## src/rtl/id_ex_stage_if.sv

```systemverilog
// ID/EX stage bundle: decoded ID inputs, hazard context and the
// registered operands/controls driven toward EX.
interface id_ex_stage_if #(
    parameter int DW = 32,
    parameter int RW = 5
);
    logic          hold;
    logic          flush;
    logic [DW-1:0] id_A;
    logic [DW-1:0] id_B;
    logic [DW-1:0] id_snex;
    logic [DW-1:0] id_ex;
    logic [RW-1:0] id_rs;
    logic [RW-1:0] id_rt;
    logic [RW-1:0] id_rd;
    logic          id_uses_rt;
    logic [1:0]    id_ALU_SrcB_ctrl;
    logic [1:0]    id_ALUOp;
    logic          id_RegWrite;
    logic          id_MemRead;
    logic          id_MemWrite;
    logic          id_MemtoReg;
    logic          mem_RegWrite;
    logic [RW-1:0] mem_dest;
    logic          wb_RegWrite;
    logic [RW-1:0] wb_dest;

    logic [DW-1:0] A;
    logic [DW-1:0] B;
    logic [DW-1:0] snex;
    logic [DW-1:0] ex;
    logic [1:0]    ALU_SrcB_ctrl;
    logic [1:0]    ALUOp;
    logic [1:0]    ALU_SrcA_fwd;
    logic [1:0]    ALU_SrcB_fwd;
    logic [1:0]    ex_rt_fwd;
    logic [RW-1:0] ex_dest;
    logic          ex_RegWrite;
    logic          ex_MemRead;
    logic          ex_MemWrite;
    logic          ex_MemtoReg;
    logic          load_use_stall;

    modport master (
        output hold, flush,
        output id_A, id_B, id_snex, id_ex,
        output id_rs, id_rt, id_rd, id_uses_rt,
        output id_ALU_SrcB_ctrl, id_ALUOp,
        output id_RegWrite, id_MemRead, id_MemWrite, id_MemtoReg,
        output mem_RegWrite, mem_dest, wb_RegWrite, wb_dest,
        input  A, B, snex, ex, ALU_SrcB_ctrl, ALUOp,
        input  ALU_SrcA_fwd, ALU_SrcB_fwd, ex_rt_fwd, ex_dest,
        input  ex_RegWrite, ex_MemRead, ex_MemWrite, ex_MemtoReg,
        input  load_use_stall
    );

    modport slave (
        input  hold, flush,
        input  id_A, id_B, id_snex, id_ex,
        input  id_rs, id_rt, id_rd, id_uses_rt,
        input  id_ALU_SrcB_ctrl, id_ALUOp,
        input  id_RegWrite, id_MemRead, id_MemWrite, id_MemtoReg,
        input  mem_RegWrite, mem_dest, wb_RegWrite, wb_dest,
        output A, B, snex, ex, ALU_SrcB_ctrl, ALUOp,
        output ALU_SrcA_fwd, ALU_SrcB_fwd, ex_rt_fwd, ex_dest,
        output ex_RegWrite, ex_MemRead, ex_MemWrite, ex_MemtoReg,
        output load_use_stall
    );
endinterface

```

## src/rtl/id_ex_stage.sv

```systemverilog
// ID/EX pipeline register with operand forwarding selects and
// load-use hazard detection (one bubble per load-use pair).
module id_ex_stage #(
    parameter int DW = 32,
    parameter int RW = 5
) (
    input logic          clk,
    input logic          rst,
    id_ex_stage_if.slave bus
);
    typedef struct packed {
        logic [DW-1:0] a;
        logic [DW-1:0] b;
        logic [DW-1:0] snex;
        logic [DW-1:0] ex;
        logic [RW-1:0] rs;
        logic [RW-1:0] rt;
        logic [RW-1:0] rd;
        logic [1:0]    srcb_ctrl;
        logic [1:0]    alu_op;
        logic          reg_write;
        logic          mem_read;
        logic          mem_write;
        logic          mem_to_reg;
    } id_ex_t;

    id_ex_t q;
    id_ex_t d;
    logic   stall;
    logic   rs_hit;
    logic   rt_hit;
    logic [1:0] a_fwd;
    logic [1:0] rt_fwd;

    always_comb begin
        d = '{
            a:          bus.id_A,
            b:          bus.id_B,
            snex:       bus.id_snex,
            ex:         bus.id_ex,
            rs:         bus.id_rs,
            rt:         bus.id_rt,
            rd:         bus.id_rd,
            srcb_ctrl:  bus.id_ALU_SrcB_ctrl,
            alu_op:     bus.id_ALUOp,
            reg_write:  bus.id_RegWrite,
            mem_read:   bus.id_MemRead,
            mem_write:  bus.id_MemWrite,
            mem_to_reg: bus.id_MemtoReg
        };
    end

    // Load in EX whose result is needed by the instruction in ID.
    always_comb begin
        rs_hit = (q.rd == bus.id_rs);
        rt_hit = bus.id_uses_rt && (q.rd == bus.id_rt);
        stall  = !bus.flush && q.mem_read && (q.rd != '0)
                 && (rs_hit || rt_hit);
    end

    always_ff @(posedge clk) begin
        if (rst)
            q <= '0;
        else if (bus.flush)
            q <= '0;
        else if (bus.hold)
            q <= q;
        else if (stall)
            q <= '0;
        else
            q <= d;
    end

    // MEM result is newer than WB, so it wins when both match.
    always_comb begin
        a_fwd = 2'd0;
        if (bus.mem_RegWrite && bus.mem_dest != '0
            && bus.mem_dest == q.rs)
            a_fwd = 2'd2;
        else if (bus.wb_RegWrite && bus.wb_dest != '0
                 && bus.wb_dest == q.rs)
            a_fwd = 2'd1;
    end

    always_comb begin
        rt_fwd = 2'd0;
        if (bus.mem_RegWrite && bus.mem_dest != '0
            && bus.mem_dest == q.rt)
            rt_fwd = 2'd2;
        else if (bus.wb_RegWrite && bus.wb_dest != '0
                 && bus.wb_dest == q.rt)
            rt_fwd = 2'd1;
    end

    assign bus.A              = q.a;
    assign bus.B              = q.b;
    assign bus.snex           = q.snex;
    assign bus.ex             = q.ex;
    assign bus.ALU_SrcB_ctrl  = q.srcb_ctrl;
    assign bus.ALUOp          = q.alu_op;
    assign bus.ex_dest        = q.rd;
    assign bus.ex_RegWrite    = q.reg_write;
    assign bus.ex_MemRead     = q.mem_read;
    assign bus.ex_MemWrite    = q.mem_write;
    assign bus.ex_MemtoReg    = q.mem_to_reg;
    assign bus.ALU_SrcA_fwd   = a_fwd;
    assign bus.ex_rt_fwd      = rt_fwd;
    assign bus.ALU_SrcB_fwd   = (q.srcb_ctrl == 2'd0) ? rt_fwd : 2'd0;
    assign bus.load_use_stall = stall;
endmodule

```

## src/flat_wrapper.sv

```systemverilog
// flat-port wrapper written by rule: the top's interface ports become plain ports
module id_ex_stage_flat 
#(
    parameter int DW = 32,
    parameter int RW = 5
)
  (clk, rst, bus_hold, bus_flush, bus_id_A, bus_id_B, bus_id_snex, bus_id_ex, bus_id_rs, bus_id_rt, bus_id_rd, bus_id_uses_rt, bus_id_ALU_SrcB_ctrl, bus_id_ALUOp, bus_id_RegWrite, bus_id_MemRead, bus_id_MemWrite, bus_id_MemtoReg, bus_mem_RegWrite, bus_mem_dest, bus_wb_RegWrite, bus_wb_dest, bus_A, bus_B, bus_snex, bus_ex, bus_ALU_SrcB_ctrl, bus_ALUOp, bus_ALU_SrcA_fwd, bus_ALU_SrcB_fwd, bus_ex_rt_fwd, bus_ex_dest, bus_ex_RegWrite, bus_ex_MemRead, bus_ex_MemWrite, bus_ex_MemtoReg, bus_load_use_stall);
  id_ex_stage_if #(.DW(DW), .RW(RW)) bus_i ();
  input logic clk;
  input logic rst;
  input wire logic [$bits(bus_i.hold)-1:0] bus_hold;
  input wire logic [$bits(bus_i.flush)-1:0] bus_flush;
  input wire logic [$bits(bus_i.id_A)-1:0] bus_id_A;
  input wire logic [$bits(bus_i.id_B)-1:0] bus_id_B;
  input wire logic [$bits(bus_i.id_snex)-1:0] bus_id_snex;
  input wire logic [$bits(bus_i.id_ex)-1:0] bus_id_ex;
  input wire logic [$bits(bus_i.id_rs)-1:0] bus_id_rs;
  input wire logic [$bits(bus_i.id_rt)-1:0] bus_id_rt;
  input wire logic [$bits(bus_i.id_rd)-1:0] bus_id_rd;
  input wire logic [$bits(bus_i.id_uses_rt)-1:0] bus_id_uses_rt;
  input wire logic [$bits(bus_i.id_ALU_SrcB_ctrl)-1:0] bus_id_ALU_SrcB_ctrl;
  input wire logic [$bits(bus_i.id_ALUOp)-1:0] bus_id_ALUOp;
  input wire logic [$bits(bus_i.id_RegWrite)-1:0] bus_id_RegWrite;
  input wire logic [$bits(bus_i.id_MemRead)-1:0] bus_id_MemRead;
  input wire logic [$bits(bus_i.id_MemWrite)-1:0] bus_id_MemWrite;
  input wire logic [$bits(bus_i.id_MemtoReg)-1:0] bus_id_MemtoReg;
  input wire logic [$bits(bus_i.mem_RegWrite)-1:0] bus_mem_RegWrite;
  input wire logic [$bits(bus_i.mem_dest)-1:0] bus_mem_dest;
  input wire logic [$bits(bus_i.wb_RegWrite)-1:0] bus_wb_RegWrite;
  input wire logic [$bits(bus_i.wb_dest)-1:0] bus_wb_dest;
  output wire logic [$bits(bus_i.A)-1:0] bus_A;
  output wire logic [$bits(bus_i.B)-1:0] bus_B;
  output wire logic [$bits(bus_i.snex)-1:0] bus_snex;
  output wire logic [$bits(bus_i.ex)-1:0] bus_ex;
  output wire logic [$bits(bus_i.ALU_SrcB_ctrl)-1:0] bus_ALU_SrcB_ctrl;
  output wire logic [$bits(bus_i.ALUOp)-1:0] bus_ALUOp;
  output wire logic [$bits(bus_i.ALU_SrcA_fwd)-1:0] bus_ALU_SrcA_fwd;
  output wire logic [$bits(bus_i.ALU_SrcB_fwd)-1:0] bus_ALU_SrcB_fwd;
  output wire logic [$bits(bus_i.ex_rt_fwd)-1:0] bus_ex_rt_fwd;
  output wire logic [$bits(bus_i.ex_dest)-1:0] bus_ex_dest;
  output wire logic [$bits(bus_i.ex_RegWrite)-1:0] bus_ex_RegWrite;
  output wire logic [$bits(bus_i.ex_MemRead)-1:0] bus_ex_MemRead;
  output wire logic [$bits(bus_i.ex_MemWrite)-1:0] bus_ex_MemWrite;
  output wire logic [$bits(bus_i.ex_MemtoReg)-1:0] bus_ex_MemtoReg;
  output wire logic [$bits(bus_i.load_use_stall)-1:0] bus_load_use_stall;
  assign bus_i.hold = bus_hold;
  assign bus_i.flush = bus_flush;
  assign bus_i.id_A = bus_id_A;
  assign bus_i.id_B = bus_id_B;
  assign bus_i.id_snex = bus_id_snex;
  assign bus_i.id_ex = bus_id_ex;
  assign bus_i.id_rs = bus_id_rs;
  assign bus_i.id_rt = bus_id_rt;
  assign bus_i.id_rd = bus_id_rd;
  assign bus_i.id_uses_rt = bus_id_uses_rt;
  assign bus_i.id_ALU_SrcB_ctrl = bus_id_ALU_SrcB_ctrl;
  assign bus_i.id_ALUOp = bus_id_ALUOp;
  assign bus_i.id_RegWrite = bus_id_RegWrite;
  assign bus_i.id_MemRead = bus_id_MemRead;
  assign bus_i.id_MemWrite = bus_id_MemWrite;
  assign bus_i.id_MemtoReg = bus_id_MemtoReg;
  assign bus_i.mem_RegWrite = bus_mem_RegWrite;
  assign bus_i.mem_dest = bus_mem_dest;
  assign bus_i.wb_RegWrite = bus_wb_RegWrite;
  assign bus_i.wb_dest = bus_wb_dest;
  assign bus_A = bus_i.A;
  assign bus_B = bus_i.B;
  assign bus_snex = bus_i.snex;
  assign bus_ex = bus_i.ex;
  assign bus_ALU_SrcB_ctrl = bus_i.ALU_SrcB_ctrl;
  assign bus_ALUOp = bus_i.ALUOp;
  assign bus_ALU_SrcA_fwd = bus_i.ALU_SrcA_fwd;
  assign bus_ALU_SrcB_fwd = bus_i.ALU_SrcB_fwd;
  assign bus_ex_rt_fwd = bus_i.ex_rt_fwd;
  assign bus_ex_dest = bus_i.ex_dest;
  assign bus_ex_RegWrite = bus_i.ex_RegWrite;
  assign bus_ex_MemRead = bus_i.ex_MemRead;
  assign bus_ex_MemWrite = bus_i.ex_MemWrite;
  assign bus_ex_MemtoReg = bus_i.ex_MemtoReg;
  assign bus_load_use_stall = bus_i.load_use_stall;
  id_ex_stage #(.DW(DW), .RW(RW)) u_core (.clk(clk), .rst(rst), .bus(bus_i));
endmodule
```

## config.mk

```make
export PLATFORM = sky130hd
export DESIGN_NAME = id_ex_stage_flat
export DESIGN_NICKNAME = d
export VERILOG_FILES = /design/src/rtl/id_ex_stage_if.sv /design/src/rtl/id_ex_stage.sv /design/src/flat_wrapper.sv
export SDC_FILE = /design/constraint.sdc
export NUM_CORES = 1
export LEC_CHECK = 0
export ABC_CLOCK_PERIOD_IN_PS = 2500
export BUFFER_PORTS_ARGS = -buffer_cell sky130_fd_sc_hd__buf_2
export CAP_MARGIN = 10
export CORE_MARGIN = 1.5
export CORE_UTILIZATION = 48
export DETAILED_ROUTE_END_ITERATION = 10
export HOLD_SLACK_MARGIN = 0.03
export PLACE_DENSITY_LB_ADDON = 0.2
export SLEW_MARGIN = 20
export SYNTH_ARGS = -nofsm -noshare
export SYNTH_HDL_FRONTEND = slang
export SYNTH_SLANG_ARGS = --single-unit
```

## constraint.sdc

```tcl
create_clock -name clk -period 2.5 [get_ports clk]
set_clock_uncertainty 0.2 [all_clocks]
set_input_delay 0.25 -clock clk [delete_from_list [all_inputs] [get_ports clk]]
set_output_delay 0.25 -clock clk [all_outputs]
set_load 0.005 [all_outputs]
```

; ---- After elaboration in Yosys (flattened, before gate mapping)
; Index checks and enable logic that the tools add are counted.
[word_totals]
word_cells = 42
reg_bits = 151
out_inout_bits = 148
inputBits = 168
[classes]
muxes = 6
n_eq_ne = 6
n_reduce_logical = 17
[op_table]
columns = cell, n
row1 = 151-bit two-way mux, 1
row2 = 5-bit equality test, 6
row3 = 5-bit nonzero test, 3
row4 = 1-bit logical AND, 10
row5 = 2-bit two-way mux, 3
row6 = 2-bit zero test, 1
row7 = 1-bit two-way mux, 2
row8 = 2-bit OR reduction, 1
row9 = 1-bit zero test, 1
row10 = 1-bit logical OR, 1

; ---- Logic depth before layout (Yosys ltp)
[depth]
word_depth = 6
depth_mapped = 6
ltp_nobuf = 4

; ---- Worst setup path before layout
; No wires, ideal clock.
[synth_path]
kind = reg-to-output
startpoint = reg u_core.q (netlist bit u_core.bus.ex_dest[0])
endpoint = out bus_load_use_stall
required_ps = 2050
setup_slack_ps = 579
arrival_time_ps = 1471
stages_incl_launch_ff = 6
cell_sequence = dfxtp_1 > or4_1 > o21ai_2 > buf_4 > buf_4 > nor2b_1
[synth_between]
elab_chain_len = 4
[synth_rtl]
columns = element, line_no
row1 = from (decl), id_ex_stage.sv:27  ; id_ex_t q;
row2 = from (signal assigned), id_ex_stage.sv:67  ; q <= q;
row3 = 5-bit equality test, id_ex_stage.sv:56  ; rt_hit = bus.id_uses_rt && (q.rd == bus.id_rt);
row4 = 1-bit logical AND, id_ex_stage.sv:56
row5 = 1-bit logical OR, id_ex_stage.sv:58  ; && (rs_hit || rt_hit);
row6 = 1-bit logical AND (*), id_ex_stage.sv:58
row7 = to (decl), flat_wrapper.sv:45  ; output wire logic [$bits(bus_i.load_use_stall)-1:0] bus_load_use_stall;
; Every way passes the cells marked *; elsewhere a longest branch is shown, timed or not.

; ---- Worst setup path after layout
; Same ends and word-level chain as after synthesis.

==> reports/metrics.cfg <==
[status]
status = finished clean

[yosys]
syn_inst = 878
ys_types = 21
synthTopCellsByArea = dfxtp_1 (40%), a32oi_1 (18%), buf_4 (15%)
synth-edff-count = 0
synth-seq-cells = 151
ys_warn_count = 0
synth_top_cell_by_area = dfxtp_1
synth_most_common_cell = nand2_1
synth_commonest_cells = nand2_1 (153), a32oi_1 (151), dfxtp_1 (151)
yosysSeqAreaShare_pct = 40.5
synth_ff_type = dfxtp_1
synth_top_area_share_pct = 40.5
avgSynthCellArea_sq_um = 8.51
synth_nets = 1046
syn-cell-area_sq_um = 7470
synthArstFlopShare_pct = 0

[global_route]
grt_antenna_before_repair = 1
grt_pass1_vias = 6821
grt-ovfl-total = 0
grt_max_degree = 96
grt.total_usage_pct = 26.1
grt_pass1_wl_mm = 34.3

[setup_path]
cp.buffers_inverters = 2
worstPathRequired_ps = 2050
crit_type = reg2out
worstPathArrival_ps = 1970
cp_max_fo = 29
cpMaxStageDelayCell = or4_1
end_kind = output pin
slowest_delay_ps = 590
cp-start-kind = flop
cp_cell_sequence = or4_1 -> o21ai_4 -> buf_12 -> nor2b_1 -> buf_2
crit_family = simple AND/OR/NAND/NOR gates

[flow_run]
drv_cap = 0

[detailed_routing]
drtIter0Drc = 726
vias = 7538
drt_pre_antenna_iters = 5
drc_errors = 0
routed_wirelength_mm = 22.4
antenna_left = 0
post_drt_wl_per_cell_um = 16.5
via_per_inst = 5.53

[sta]
relSlewSlack_pct = 62.3
tightest_slew_ps = 560
slew_viol_final = 0
min_period_ps = 2420
max_freq_mhz = 414
fin_tns_setup_ps = 0
period_share_pct = 96.7
hold_viol_final = 0
grt_setup_unrepaired = no
finalSetupViolations = 0

[hold_path]
hp-class = in2reg

[cells_and_area]
layout-drive-gt1-share_pct = 31.2
multi_input_area_sq_um = 3100
area_growth_syn_to_layout_pct = 38.5
seqCellArea_sq_um = 3020
nets = 1331
nFillCells = 1159
layout.cells.non_filler = 1362

[cts]
cts.sinks = 151
numCtsBuffers = 17
cts_root_buf = clkbuf_16
insertion_delay_ps = 420
htreeDepth = 4
clockBufferDepth = 2
cts_resized = 0
clkSlewWorstSetupHoldPaths_ps = 60
cts_tree = yes

[floorplanning]
dieArea_sq_um = 16300
row_count = 45
core_sq_um = 15200
die_y_um = 128
dieWidth_um = 128
io-pin-count = 316
initial_core_util_pct = 49.1

[place]
gp_congestion = 0.773
placed_cells = 1179
io_buffers = 315
hpwl_mm = 13.3

[power]
ir_drop_uv = 461
p_per_area_nw_per_um2 = 607
p_leak_nw = 4.37

## layer usage
metal	track usage, %	vias up	part of all wire [%]
li1	-	3668	-
met1	31.9	3491	42
met2	43.0	335	47
met3	8.64	44	8.2
met4	9.52	0	2.7
met5	0	-	0
## stage by stage
step,hold WS (ps),utilization (%),worst slack [ps],cell area [sq um],power (mW)
after floorplan,183,-,579,7470,3.21
after global placement,243,53.8,370,8180,3.43
after detailed placement,247,53.8,352,8180,3.44
after CTS,135,68.0,67.9,10300,6.31
after global routing,146,68.0,12.2,10300,6.54
final,143,68.0,82.7,10300,6.28
## worst paths after layout
path / startpoint / endpoint / slack (ps) / cells after the start
setup / recovery: u_core.bus.ex_dest[0]$_SDFFE_PP0N_ / bus_load_use_stall / 80 / 5
hold / removal: bus_hold / u_core.bus.ex_dest[2]$_SDFFE_PP0N_ / 140 / 5
setup reg to reg: u_core.bus.ex_dest[0]$_SDFFE_PP0N_ / u_core.bus.A[24]$_SDFFE_PP0N_ / 150 / 6
hold reg to reg: u_core.bus.ex[1]$_SDFFE_PP0N_ / u_core.bus.ex[1]$_SDFFE_PP0N_ / 260 / 2
## where the power goes
part           internal, mW  switching, mW
Combinational         0.504          0.441
Sequential             2.56         0.0968
Clock                  1.69          0.983
## layout by cell type, fill, tap and decap left out, types with 4 or more instances in the layout
cell,synthesis,routed
buf_2,6,315
nand2_1,153,153
a32oi_1,151,151
dlygate4sd3_1,0,151
dfxtp_1,151,151
o21ai_0,132,132
o21ai_1,21,21
xnor2_1,19,19
clkbuf_16,0,17
xor2_1,11,11
buf_12,0,10
buf_4,146,7
or4_1,5,5
clkbuf_8,0,5
nand3_1,4,4
nor4_1,4,4
## state kept, by name, indices dropped and copies added, names as in the netlist, 2 cells and up
signal,cells
u_core.bus.ALUOp,2
u_core.bus.A,32
u_core.bus.ex_dest,5
u_core.bus.B,32
u_core.bus.snex,32
u_core.q,10
u_core.bus.ex,32
u_core.bus.ALU_SrcB_ctrl,2
## cells by family after synthesis
kind of cell | count (synthesis) | synth area share, %
AOI/OAI and AO/OA | 306 | 28.2
and+or+nand+nor | 173 | 9.36
xor gates and xnor gates | 30 | 3.52
DFF | 151 | 40.5
buffers and inverters | 218 | 18.4
## repair_timing
action,CTS,global route
endpoints found under the setup margin,1,0
hold buffers,151,0
hold endpoints to repair,151,0
setup buffers,1,0
## cell type report
cell class                 count  share of cell area, %
sequential                   151                   29.2
tap                          188                   2.27
multi-input combinational    509                   29.9
clock inverter                 7                   1.14
clock buffer                  22                   4.78
antenna                        1                 0.0242
timing repair buffer         484                   32.6
## worst reg2reg max path: cells and delay by family (launching register included)
family | cells | cell delay [ps]
AO/OA/AOI/OAI | 3 | 610
flip-flops | 1 | 360
buffers and inverters | 2 | 520
AND/OR/NAND/NOR | 1 | 590
(Power assumes the default switching activity.)
